`src/rtl/lock_unit.sv`:
```
// lock_unit: shared lock responder for the multi-core build.
//
// Each core holds a lock or unlock request (level) until this block pulses its
// acknowledge. One request is evaluated per cycle. A round-robin pointer picks
// the winner, and the pointer moves past the winner whether it is granted or
// denied. The block keeps a held bit and an owner for every lock.
//
// Ports:
//   clk        rising-edge clock
//   reset      asynchronous, active-high
//   lock_en    [NCORE]      per-core lock request (level)
//   unlock_en  [NCORE]      per-core unlock request (level)
//   lock_id    [NCORE*LW]   per-core lock id, core c at [c*LW +: LW]
//   lock_ac    [NCORE]      registered one-cycle acknowledge
//   lock_held  [NLOCK]      debug view of held bits
//   lock_err   1            sticky protocol-error flag

// Per-core front end: slices the core's id and masks the request that is
// still visible during its own ack cycle (it is the one just acknowledged).
module lock_unit_lane #(
    parameter int LW = 3
) (
    input  logic          lock_en,
    input  logic          unlock_en,
    input  logic          ac,
    input  logic [LW-1:0] id_in,
    output logic          elig,
    output logic [LW-1:0] id
);
    assign elig = (lock_en | unlock_en) & ~ac;
    assign id   = id_in;
endmodule

module lock_unit #(
    parameter int NCORE = 2,
    parameter int NLOCK = 8,
    parameter int LW    = 3
) (
    input  logic                clk,
    input  logic                reset,
    input  logic [NCORE-1:0]    lock_en,
    input  logic [NCORE-1:0]    unlock_en,
    input  logic [NCORE*LW-1:0] lock_id,
    output logic [NCORE-1:0]    lock_ac,
    output logic [NLOCK-1:0]    lock_held,
    output logic                lock_err
);
    localparam int CW = (NCORE > 2) ? 2 : 1;

    typedef struct packed {
        logic          vld;
        logic [CW-1:0] core;
        logic          lock;
        logic          unlock;
        logic [LW-1:0] id;
    } req_t;

    logic [NLOCK-1:0]          held;
    logic [NLOCK-1:0][CW-1:0]  owner;
    logic [CW-1:0]             rr;
    logic                      err;

    logic [NCORE-1:0]          elig;
    logic [NCORE-1:0][LW-1:0]  ids;
    req_t                      win;
    int                        idx;

    logic [NCORE-1:0]          ac_nxt;
    logic                      set_err;
    logic                      grant_set;
    logic                      grant_clr;
    logic                      tgt_held;
    logic                      tgt_own;
    logic [CW-1:0]             rr_nxt;

    for (genvar c = 0; c < NCORE; c++) begin : g_lane
        lock_unit_lane #(.LW(LW)) u_lane (
            .lock_en   (lock_en[c]),
            .unlock_en (unlock_en[c]),
            .ac        (lock_ac[c]),
            .id_in     (lock_id[c*LW +: LW]),
            .elig      (elig[c]),
            .id        (ids[c])
        );
    end

    // First eligible core at or after rr, wrapping upward.
    always_comb begin
        win = '0;
        idx = 0;
        for (int k = 0; k < NCORE; k++) begin
            idx = int'(rr) + k;
            if (idx >= NCORE) idx = idx - NCORE;
            if (!win.vld && elig[idx]) begin
                win.vld    = 1'b1;
                win.core   = CW'(idx);
                win.lock   = lock_en[idx];
                win.unlock = unlock_en[idx];
                win.id     = ids[idx];
            end
        end
    end

    // Evaluate the winner against the lock table. Both lock and unlock high
    // is handled as an unlock and flagged. Bad unlocks and re-entrant locks
    // are still acked so the core never deadlocks. Only a lock held by
    // another core is denied.
    always_comb begin
        ac_nxt    = '0;
        set_err   = 1'b0;
        grant_set = 1'b0;
        grant_clr = 1'b0;
        tgt_held  = held[win.id];
        tgt_own   = (owner[win.id] == win.core);
        rr_nxt    = (win.core == CW'(NCORE - 1)) ? '0 : win.core + 1'b1;
        if (win.vld) begin
            if (win.unlock) begin
                ac_nxt[win.core] = 1'b1;
                if (win.lock) set_err = 1'b1;
                if (tgt_held && tgt_own) grant_clr = 1'b1;
                else                     set_err   = 1'b1;
            end else if (!tgt_held) begin
                grant_set        = 1'b1;
                ac_nxt[win.core] = 1'b1;
            end else if (tgt_own) begin
                ac_nxt[win.core] = 1'b1;
                set_err          = 1'b1;
            end
        end
    end

    always_ff @(posedge clk or posedge reset) begin
        if (reset) begin
            held    <= '0;
            owner   <= '0;
            rr      <= '0;
            err     <= 1'b0;
            lock_ac <= '0;
        end else begin
            lock_ac <= ac_nxt;
            if (win.vld) rr <= rr_nxt;
            if (set_err) err <= 1'b1;
            if (grant_set) begin
                held[win.id]  <= 1'b1;
                owner[win.id] <= win.core;
            end
            if (grant_clr) held[win.id] <= 1'b0;
        end
    end

    assign lock_held = held;
    assign lock_err  = err;

endmodule
```
`config.mk`:
```
export PLATFORM = sky130hd
export DESIGN_NAME = lock_unit
export DESIGN_NICKNAME = d
export VERILOG_FILES = /design/src/rtl/lock_unit.sv
export SDC_FILE = /design/constraint.sdc
export NUM_CORES = 1
export LEC_CHECK = 0
export ABC_AREA = 1
export CORE_MARGIN = 2
export CORE_UTILIZATION = 30
export CTS_BUF_LIST = sky130_fd_sc_hd__clkbuf_4
export CTS_CLUSTER_DIAMETER = 40
export DETAILED_ROUTE_END_ITERATION = 8
export GPL_TIMING_DRIVEN = 0
export PLACE_DENSITY_LB_ADDON = 0.3
export REMOVE_ABC_BUFFERS = 1
export SYNTH_ARGS = -nofsm -noshare
export SYNTH_HDL_FRONTEND = slang
export SYNTH_SLANG_ARGS = --single-unit
```
`constraint.sdc`:
```
create_clock -name clk -period 2.7 [get_ports clk]
set_input_delay 0.405 -clock clk [delete_from_list [all_inputs] [get_ports clk]]
set_output_delay 0.405 -clock clk [all_outputs]
set_load 0.005 [all_outputs]
```
==> flow_results.org, run 1 <==
** Global route
- GR Overflow Total :: 0
- Total track usage :: between 10% and 20%
- Wire length of the first global-routing pass :: around 6000 um
- Maximum number of pins on one net before global-route repair :: 21
- Number of global-route vias before repair :: ~1,400
- The initial antenna violation count is 0.

** CTS
- The clock reaches the later pin of the worst-skew pair after slightly above 0.3 ns.
- The cell sitting at the root of the clock tree is a sky130_fd_sc_hd__clkbuf_4.
- Inserted Clock Buffers :: 3
- The longest clock path from root to sink contains 2 buffers.
- TritonCTS built the clock tree.
- In this run the number of H-tree levels came out at 1.
- Clock net sink count :: 20
- Clock transition at the register clock pins on the worst setup and hold paths after CTS :: approximately 0.12 ns

** Die
- Ports :: 23
- From left edge to right edge, the die measures approximately 75 um.
- The floorplan step defined a die boundary enclosing between 0.005 and 0.006 sq mm.
- Row Count :: 25
- Die height :: 74.9 um
- Core Region :: between 0.004 and 0.005 sq mm
- Initial Util :: 31.5%

** Detailed routing
- Number of antenna-violating nets in the routed design :: 0
- The first routing iteration left 57 violations.
- Average detailed-routed wire length per instance :: ~12 um
- Summed over all layers, the routed wires come to just under 4000 um.
- Using the TritonRoute via totals, the vias-per-cell ratio works out to about 4.4.
- For this run, the detailed router's first-pass iteration total came to 4.
- Post-route DRC violation count :: 0
- Count of vias placed by the detailed router :: between 1,000 and 1,500

** Synthesis
- Ranked by instance count, the synthesized netlist is headed by sky130_fd_sc_hd__nand2_1, sky130_fd_sc_hd__inv_1, sky130_fd_sc_hd__dfrtp_1.
- The share of the Yosys chip area taken by registers is 33.2%.
- Top-count cell post-synth :: sky130_fd_sc_hd__nand2_1
- The Yosys step of the flow raised 0 warnings.
- Post-synth EDFFs :: 0
- After synthesis, the cell types taking the most area are sky130_fd_sc_hd__dfrtp_1, sky130_fd_sc_hd__nand2_1, sky130_fd_sc_hd__inv_1.
- Flip-flop and latch count after synthesis :: 20
- In the synthesized netlist the async set-or-reset flop fraction comes to 100%.
- Distinct cell type count after synthesis :: 28
- The average instance in the mapped netlist occupies around 7.0 sq um.
- sky130_fd_sc_hd__dfrtp_1 takes more of the synthesized area than any other cell.
- For this run, the leading register cell type out of synthesis is sky130_fd_sc_hd__dfrtp_1.
- The synthesized design devotes to its leading area cell type roughly 33% of total area.
- Number of instances in the synthesized netlist :: approximately 220
- Netlist Area Pre-Place :: about 0.0015 sq mm

** Placement
- Detailed placement ended at an HPWL of about 2500 um.
- Timing analysis after detailed placement gives a worst setup slack of -0.572 ns.
- Port Buf Inserts :: 22
- Inst Count DP :: 301
- Routability-driven placement finished with a final weighted congestion of approximately 0.79.

** Critical path
- Cell at the slowest stage of the critical path :: sky130_fd_sc_hd__dfrtp_2
- For this run, the slowest stage of the critical path takes roughly 0.50 ns.
- STA classifies the critical path startpoint as a flip-flop.
- In this run the worst path has a maximum fanout of 8.
- Kind of critical path :: reg -> reg
- Critical R2R Launch :: rr
- In this design, the critical path's most frequently occurring cell is sky130_fd_sc_hd__buf_4.
- Chain of cells forming the critical path :: buf_4 > nand2_1 > o21ai_2 > o21ai_4 > inv_2 > buf_4 > buf_4 > buf_4 > buf_4 > buf_4 > nand2_1 > nand2_1 > nand2_1 > nand2_4 > inv_4 > nand3_2 > nand2_1 > o21ai_1
- The critical path starts at rr.
- Endpoint required time on the critical path :: 2.89 ns
- STA classifies the critical path endpoint as a flip-flop.
- Data arrival time at the worst-slack endpoint :: 2.76 ns

** STA
- After layout, the worst path uses ~95% of the clock period.
- Fin worst setup slack :: 0.133 ns
- Max Freq :: 390 MHz
- In this run the tightest slew margin relative to its limit is a little under half.
- For the pin with the worst max-slew slack, the measured transition is 0.781 ns.
- Subtracting the final worst setup slack from the clock period gives roughly 2.6 ns.
- Count of final max-slew check failures :: 0
- Setup violations remaining at the end of the flow were counted as 0.
- Final Hold Fails :: 0
- Max Clock Skew :: slightly below 0.009 ns

** Hold path
- Min-delay worst type :: reg -> reg
- Startpoint of the worst hold path :: lock_err

** Layout
- Compared with the post-synthesis result, the final layout area differs by 41.1%.
- The filler cells instantiated in the layout total between 400 and 500.
- Fraction of layout cells with a size suffix above 1 :: a little under a third
- The finished layout holds approximately 340 standard cells, fillers aside.
- Inserted Diodes :: 0
- Layout net count :: between 200 and 300
- Post-route core utilization :: ~44%

** Outcome
- Outcome :: finished, final reports clean

** Flow run
- Max-cap violations in this run came to 0.
[layout by cell type, fill, tap and decap left out, drive strengths merged]
cell / count
nand2: 81
inv: 45
buf: 31
dfrtp: 20
nand3: 20
clkdlybuf4s50: 18
o21ai: 17
nor2: 12
o22ai: 4
dlygate4sd2: 4
o211ai: 3
clkbuf: 3
nand4: 3
clkinv: 2
ha: 2
mux2i: 1
or2: 1
a21oi: 1
a22oi: 1
[routing by layer]
layer | up-vias | GRT usage, % | wire, um
li1 | 778 | - | -
met1 | 669 | 17.9 | 1790
met2 | 35 | 25.0 | 1850
met3 | 9 | 1.74 | 150
met4 | 0 | 4.76 | 74
met5 | - | 0 | 0
[timing repair]
action | CTS | global route
endpoints found under the hold margin | 0 | 0
hold buffers | 0 | 0
pin swaps | 15 | 12
setup buffers | 15 | 16
gates resized for setup | 18 | 11
endpoints found under the setup margin | 9 | 17
[cell families after synthesis]
group,Yosys count,share of synthesized area (%)
AOI/OAI and AO/OA,26,10.6
adders and majority gates,2,1.66
buffers and inverters,50,13.6
DFF,20,33.2
muxes,1,0.664
and+or+nand+nor,117,40.2
[metrics by stage]
stage / instance area, sq um / setup TNS, ns / hold WS, ns
CTS: 1970 / 0 / 0.488
finish: 2130 / 0 / 0.480
global placement: 1780 / -4.78 / 0.453
floorplan: 1480 / 0 / 0.369
detailed placement: 1780 / -4.97 / 0.458
global route: 2130 / -0.0164 / 0.522
[final cells by class]
cell class	count	area [sq um]	area share (%)
Clock buffer	3	22.5	1.06
Clock inverter	1	3.75	0.177
Inverter	46	180	8.48
Multi-Input combinational cell	146	885	41.6
Sequential cell	20	502	23.6
Tap cell	67	83.8	3.94
Timing Repair Buffer	53	449	21.1
[worst max-delay path, delay by kind of cell (launching register included)]
kind	cells	cell delay, ns
AO/OA/AOI/OAI	3	0.36
buffers and inverters	8	1.03
flip-flops	1	0.50
AND/OR/NAND/NOR	7	0.56
[registers in the layout, indices dropped and copies added (netlist names)]
name and count:
lock_ac 2, owner 8, lock_held 8, lock_err 1, rr 1
[path summary, 6_finish.rpt]
path                                  to  slack (ns)  depth (start not counted)
worst max-delay path            owner[0]        0.13                         18
worst min-delay path            lock_err        0.48                          2
worst max register to register  owner[0]        0.13                         18
worst min register to register  lock_err        0.48                          2
max in group asynchronous             rr        1.64                          2
min in group asynchronous       owner[2]        0.52                          2
Power of run 1 is left out: the tool's default activity adds up to more than one toggle a clock period on the data nets, which glitch-free logic cannot reach.
==> inputs of run 2 (changes only) <==
Settings changed: CORE_ASPECT_RATIO from default to 0.5.
==> flow_results.org, run 2 (synthesized netlist as in run 1, its figures left out) <==
** Critical path
- Kind of critical path :: reg -> reg (unchanged)
- The dominant cell type by count on the critical path is sky130_fd_sc_hd__nand2_1 (was sky130_fd_sc_hd__buf_4).
- Highest net fanout along the worst path :: 8 (unchanged)
- Chain of cells forming the critical path: clkbuf_2 > o21ai_0 > nand2_1 > o21ai_4 > buf_6 > nand3_2 > o22ai_2 > nor2_1 > nand2_2 > inv_2 > ha_4 > inv_2 > nand2_4 > nor2_8 > nand2_1 > nand2_1 > inv_1 (was buf_4 > nand2_1 > o21ai_2 > o21ai_4 > inv_2 > buf_4 > buf_4 > buf_4 > buf_4 > buf_4 > nand2_1 > nand2_1 > nand2_1 > nand2_4 > inv_4 > nand3_2 > nand2_1 > o21ai_1).
- Setup slack of the most critical reg-to-reg path :: 0.13 ns (about the same)
- The kind of end point of the critical path is a flip-flop (unchanged).
- Top delay family on crit path :: simple AND/OR/NAND/NOR gates (was buffers and inverters)
- Delay of the slowest cell on the worst path :: 0.55 ns (was 0.50 ns)
- Critical R2R Launch :: rr (unchanged)
- The capture point of the worst reg-to-reg path was lock_held[2] (was owner[0]).
- Endpoint required time on the critical path :: 2.92 ns (was 2.89 ns)
- Cell count of the worst reg-to-reg path :: 17 (was 18)
- Data arrival time at the worst-slack endpoint :: 2.79 ns (was 2.76 ns)
- Critical path launch point type :: flip-flop (unchanged)
- Number of buffer and inverter instances along the worst setup path :: 5 (was 8)
- Cell at the slowest stage of the critical path :: sky130_fd_sc_hd__dfrtp_4 (was sky130_fd_sc_hd__dfrtp_2)

** Die
- Row Count :: 18 (was 25)
- The effective utilization at floorplan is 30.8% (was 31.5%).
- Total Die Area :: 0.00564 sq mm (was 0.00560 sq mm)
- The die boundary height came to 54.1 um (was 74.9 um).
- Core Region :: 0.00489 sq mm (was 0.00479 sq mm)
- The number of top-level pins came to 23 (unchanged).
- Horizontal extent of the die :: 104 um (was 74.9 um)

** Flow run
- The number of maximum-capacitance constraint violations is 0 (unchanged).

** Layout
- The fill cell total of the finished layout came to 499 (was 470).
- The post-synthesis to final-layout area growth came to 38.1% (was 41.1%).
- The number of antenna cells inserted is 0 (unchanged).
- Layout net count :: 271 (was 284)
- Fraction of layout cells with a size suffix above 1 :: 31.3% (was 30.5%)
- Most used cells in the layout excluding fill and tap cells: sky130_fd_sc_hd__nand2_1, sky130_fd_sc_hd__inv_1, sky130_fd_sc_hd__dfrtp_1 (was sky130_fd_sc_hd__nand2_1, sky130_fd_sc_hd__inv_1, sky130_fd_sc_hd__buf_4).
- The area of all sequential standard cells came to 504 sq um (was 502 sq um).
- The final instance count without filler cells is 326 (was 336).
- Area of all placed cells without fillers :: 0.00208 sq mm (was 0.00213 sq mm)
- The multi-input gate area in the final layout came to 925 sq um (was 885 sq um).
- Post-route core utilization :: 42.6% (was 44.4%)
- The commonest non-fill, non-tap cell in the layout was sky130_fd_sc_hd__nand2_1 (unchanged).

** Global route
- The pin count of the biggest net entering global routing came to 21 (unchanged).
- The aggregate global routing overflow came to 0 (unchanged).
- The initial antenna violation count came to 0 (unchanged).
- The via count of the first global-routing pass is 1,373 (was 1,386).
- Total track usage :: 14.1% (was 14.2%)
- The global-route wire length before repair was 6290 um (was 6110 um).

** Detailed routing
- First drt pass iteration count :: 4 (unchanged)
- The post-detailed-routing wire length is 3880 um (was 3870 um).
- The DRC violation count after routing came to 0 (unchanged).
- Average detailed-routed wire length per instance :: 11.9 um (was 11.5 um)
- The overall via count from detail_route was 1,480 (was 1,491).
- The detailed router's first-iteration violation count is 96 (was 57).
- Number of antenna-violating nets in the routed design :: 0 (unchanged)
- Detail-routed via count per cell :: 4.54 (was 4.44)

** STA
- The post-route fraction of the period consumed by the critical path is 95.3% (was 95.1%).
- Post-layout min period :: 2.57 ns (about the same)
- Max Clock Skew :: 0.00610 ns (was 0.00891 ns)
- The final number of setup-violating endpoints came to 0 (unchanged).
- The slew of the pin with the lowest slew margin is 0.770 ns (was 0.781 ns).
- Worst relative slew slack :: 48.6% (was 47.9%)
- Final Hold Fails :: 0 (unchanged)
- Max Freq :: 389 MHz (was 390 MHz)
- The count of pins over their slew limit is 0 (unchanged).

** CTS
- The clock insertion delay at the later pin of the skew report was 0.31 ns (about the same).
- The CTS buffer count came to 3 (unchanged).
- CTS H-tree depth :: 1 (unchanged)
- Buffer cell driving the clock tree root :: sky130_fd_sc_hd__clkbuf_4 (unchanged)
- The post-CTS clock slew at the launch and capture registers of the worst setup and hold paths was 0.12 ns (about the same).
- TritonCTS clock tree :: built (unchanged)
- Deepest clock path buffer count :: 2 (unchanged)
- Clock net sink count :: 20 (unchanged)

** Hold path
- Startpoint of the worst hold path :: lock_err (unchanged)
- Min-delay worst type :: reg -> reg (unchanged)
- The hold-critical path depth came to 2 (unchanged).
- Sink of the worst hold path :: lock_err (unchanged)

** Placement
- Cell area after placement :: 0.00178 sq mm (about the same)
- The HPWL reported at the end of detailed placement is 2550 um (was 2460 um).
- Port Buf Inserts :: 22 (unchanged)
- Placer congestion estimate :: 0.797 (was 0.788)
- Inst Count DP :: 304 (was 301)

** Outcome
- Outcome :: finished, final reports clean (unchanged)
## run 2: final cells by class
cell class,instances,area share [%]
Clock buffer,3,1.08
Clock inverter,1,0.180
Inverter,46,8.54
Multi-Input combinational cell,146,44.4
Sequential cell,20,24.2
Tap cell,70,4.21
Timing Repair Buffer,40,17.3
## run 2: what timing repair did
item,in CTS,in global routing
resized for setup,23,19
setup buffers,12,6
setup endpoints to repair,9,9
pin swaps,8,8
hold endpoints to repair,0,0
hold buffers,0,0
## run 2: worst max path at each step
stage                      start      endpoint  slack (ns)  cells after the start
detailed placement    lock_en[0]  lock_held[0]       -0.58                     21
global placement    unlock_en[0]  lock_held[5]       -0.55                     21
global route                  rr  lock_held[5]      -0.005                     17
CTS                           rr  lock_held[2]        0.01                     19
floorplan                     rr  lock_held[0]        0.10                     18
finish                        rr  lock_held[2]        0.13                     17
## run 2: per-layer routing
| metal | vias up | track usage, % | wire length [um] | part of all wire (%) |
|---|---|---|---|---|
| li1 | 752 | - | - | - |
| met1 | 692 | 17.7 | 1800 | 46 |
| met2 | 29 | 25.7 | 1900 | 49 |
| met3 | 7 | 2.18 | 113 | 2.9 |
| met4 | 0 | 4.73 | 62 | 1.6 |
| met5 | - | 0 | 0 | 0 |
## run 2: worst min-delay path: cells and delay by family (launching register included)
kind | cells | cell delay, ns
buffers and inverters | 1 | 0.04
flip-flops | 1 | 0.36
AND/OR/NAND/NOR | 1 | 0.05
## run 2: through the flow
step                hold slack, ns  worst slack, ns  setup TNS (ns)
finish                       0.477            0.126               0
global route                 0.539         -0.00517         -0.0115
floorplan                    0.369            0.104               0
CTS                          0.483           0.0144               0
detailed placement           0.452           -0.578           -5.04
global placement             0.448           -0.555           -4.84
Power of run 2 is left out for the same reason.
==> inputs of run 3 (changes only) <==
Settings changed: CELL_PAD_IN_SITES_DETAIL_PLACEMENT from default to 2, CELL_PAD_IN_SITES_GLOBAL_PLACEMENT from default to 2.
==> flow_results.org, run 3 (synthesized netlist as in run 1, its figures left out) <==
** Outcome
- Outcome :: complete, but fails checks (was finished, final reports clean)
- Violations in the final reports :: negative setup slack

** Placement
- Placer congestion estimate :: 0.744 (was 0.797)
- The worst slack at placement came to -0.742 ns (was -0.578 ns).
- Hpwl dp :: 3470 um (was 2550 um)
- Port Buf Inserts :: 22 (unchanged)
- Inst Count DP :: 304 (unchanged)
- The cell area after placement came to 0.00178 sq mm (unchanged).

** Die
- Die height :: 54.1 um (unchanged)
- Total Die Area :: 0.00564 sq mm (unchanged)
- Ports :: 23 (unchanged)
- The number of placement rows came to 18 (unchanged).
- Initial Util :: 30.8% (unchanged)
- Core Region :: 0.00489 sq mm (unchanged)
- The x dimension of the die came to 104 um (unchanged).

** CTS
- The post-CTS clock slew at the launch and capture registers of the worst setup and hold paths is 0.14 ns (was 0.12 ns).
- The clock insertion delay at the later pin of the skew report is 0.32 ns (was 0.31 ns).
- The count of hold buffers inserted by post-cts repair was 0 (unchanged).
- Buffer cell driving the clock tree root :: sky130_fd_sc_hd__clkbuf_4 (unchanged)
- The H-tree depth came to 1 (unchanged).
- Deepest clock path buffer count :: 2 (unchanged)
- The CTS buffer count came to 3 (unchanged).
- The clock sink count came to 20 (unchanged).
- TritonCTS clock tree :: built (unchanged)

** Critical path
- Critical path launch point type :: flip-flop (unchanged)
- Data arrival time at the worst-slack endpoint :: 3.04 ns (was 2.79 ns)
- CP Capture Type :: flip-flop (unchanged)
- Crit. Startpoint :: rr (unchanged)
- The maximum net fanout on the critical path is 8 (unchanged).
- Endpoint required time on the critical path :: 2.92 ns (about the same)
- Kind of critical path :: reg -> reg (unchanged)
- The start of the worst register-to-register path is rr (unchanged).

** Global route
- The via count of the first global-routing pass came to 1,748 (was 1,373).
- The total track usage came to 20.9% (was 14.1%).
- Maximum number of pins on one net before global-route repair :: 21 (unchanged)
- The global-route wire length before repair came to 9000 um (was 6290 um).
- The initial antenna violation count was 0 (unchanged).
- GR Overflow Total :: 0 (unchanged)

** STA
- Final Hold Fails :: 0 (unchanged)
- Count of final max-slew check failures :: 0 (unchanged)
- The maximum operating frequency came to 354 MHz (was 389 MHz).
- The worst slew margin relative to its limit was 46.9% (was 48.6%).
- The minimum setup slack in the final design came to -0.123 ns (was 0.126 ns).
- Max Clock Skew :: 0.0129 ns (was 0.00610 ns)
- Post-layout min period :: 2.82 ns (was 2.57 ns)
- The slew of the pin with the lowest slew margin was 0.795 ns (was 0.770 ns).
- Period utilization :: 105% (was 95.3%)
- The final number of setup-violating endpoints came to 9 (was 0).
- Setup repair after global routing could not meet its margin everywhere.
- Fin Setup TNS :: -0.662 ns (was 0 ns)

** Layout
- The number of antenna cells inserted came to 0 (unchanged).
- Most used cells in the layout excluding fill and tap cells: sky130_fd_sc_hd__nand2_1, sky130_fd_sc_hd__inv_1, sky130_fd_sc_hd__dfrtp_1 (unchanged).
- FILL cells :: 585 (was 499)
- Number of standard cells in the layout, taps in and fillers out :: 330 (was 326)
- Fraction of layout cells with a size suffix above 1 :: 33.1% (was 31.3%)
- The number of nets at the end of the flow is 276 (was 271).
- Area growth syn-to-layout :: 42.1% (was 38.1%)
- Most common library cell in the layout ignoring fill and taps :: sky130_fd_sc_hd__nand2_1 (unchanged)
- Area of all placed cells without fillers :: 0.00214 sq mm (was 0.00208 sq mm)

** Detailed routing
- Routed wire length :: 6250 um (was 3880 um)
- First drt pass iteration count :: 4 (unchanged)
- Number of antenna-violating nets in the routed design :: 0 (unchanged)
- Met1 routed wirelength after detailed routing :: 2970 um (was 1800 um)
- Uppermost routed layer :: met4 (unchanged)
- The mean routed wirelength per cell is 18.9 um (was 11.9 um).
- The overall via count from detail_route is 1,607 (was 1,480).
- The DRC violation count after routing was 0 (unchanged).
- The detailed router's first-iteration violation count came to 31 (was 96).
- The number of vias per cell after detailed routing came to 4.87 (was 4.54).
- The total met3 wirelength after detailed routing is 152 um (was 113 um).
- The met2 wirelength from detailed routing is 3090 um (was 1900 um).

** Flow run
- Max Cap Violations :: 0 (unchanged)

** Hold path
- The class of the worst hold path is in -> async (was reg -> reg).
run 3: cell types whose count changed in the layout (fill, tap and decap cells not counted), sizes merged:
cell,previous run,this run
clkbuf,4,3
buf,17,23
inv,46,45
run 3: final cells by class:
class / instances / area (sq um) / area share [%]
multi-input combinational: 146 / 927 / 43.3
sequential: 20 / 504 / 23.6
timing repair buffer: 45 / 412 / 19.2
inverter: 46 / 188 / 8.77
tap: 70 / 87.6 / 4.09
clock buffer: 3 / 22.5 / 1.05
run 3: critical path, cell delays in order, from the launching register on:
cell                       delay, ns
sky130_fd_sc_hd__dfrtp_4        0.58
sky130_fd_sc_hd__inv_6          0.10
sky130_fd_sc_hd__nand3_4        0.12
sky130_fd_sc_hd__nand2_4        0.11
sky130_fd_sc_hd__o211ai_1       0.13
sky130_fd_sc_hd__o21ai_4        0.15
sky130_fd_sc_hd__buf_6          0.17
sky130_fd_sc_hd__nor2_4         0.04
sky130_fd_sc_hd__nand2_1        0.11
sky130_fd_sc_hd__o22ai_2        0.09
sky130_fd_sc_hd__nor2_1         0.13
sky130_fd_sc_hd__nand2_1        0.12
sky130_fd_sc_hd__inv_2          0.09
sky130_fd_sc_hd__ha_4           0.20
sky130_fd_sc_hd__inv_4          0.06
sky130_fd_sc_hd__nand2_4        0.07
sky130_fd_sc_hd__nor2_8         0.22
sky130_fd_sc_hd__nand2_1        0.10
sky130_fd_sc_hd__nand2_1        0.07
sky130_fd_sc_hd__inv_1          0.05
run 3: routing by layer:
layer	global-route usage [%]	vias up
li1	-	760
met1	24.9	814
met2	41.7	29
met3	3.27	4
met4	4.05	0
met5	0	-
run 3: stage by stage:
stage	hold slack, ns	util [%]
6_report	0.511	43.8
5_1_grt	0.566	43.8
4_1_cts	0.505	41.6
3_5_place_dp	0.474	36.5
3_3_place_gp	0.444	36.5
2_1_floorplan	0.369	-
run 3: path summary, 6_finish.rpt:
path	end	slack, ns	cells after the start
hold reg to reg	owner[3]	0.52	2
setup reg to reg	lock_held[2]	-0.12	19
max in group asynchronous	rr	1.62	2
hold / removal	owner[0]	0.51	2
min in group clk	owner[3]	0.52	2
setup / recovery	lock_held[2]	-0.12	19
run 3: repair_timing:
item	in CTS	in global routing
setup endpoints to repair	11	10
resized for setup	31	22
pin swaps	16	23
setup buffers	17	7
Power of run 3 is left out for the same reason.
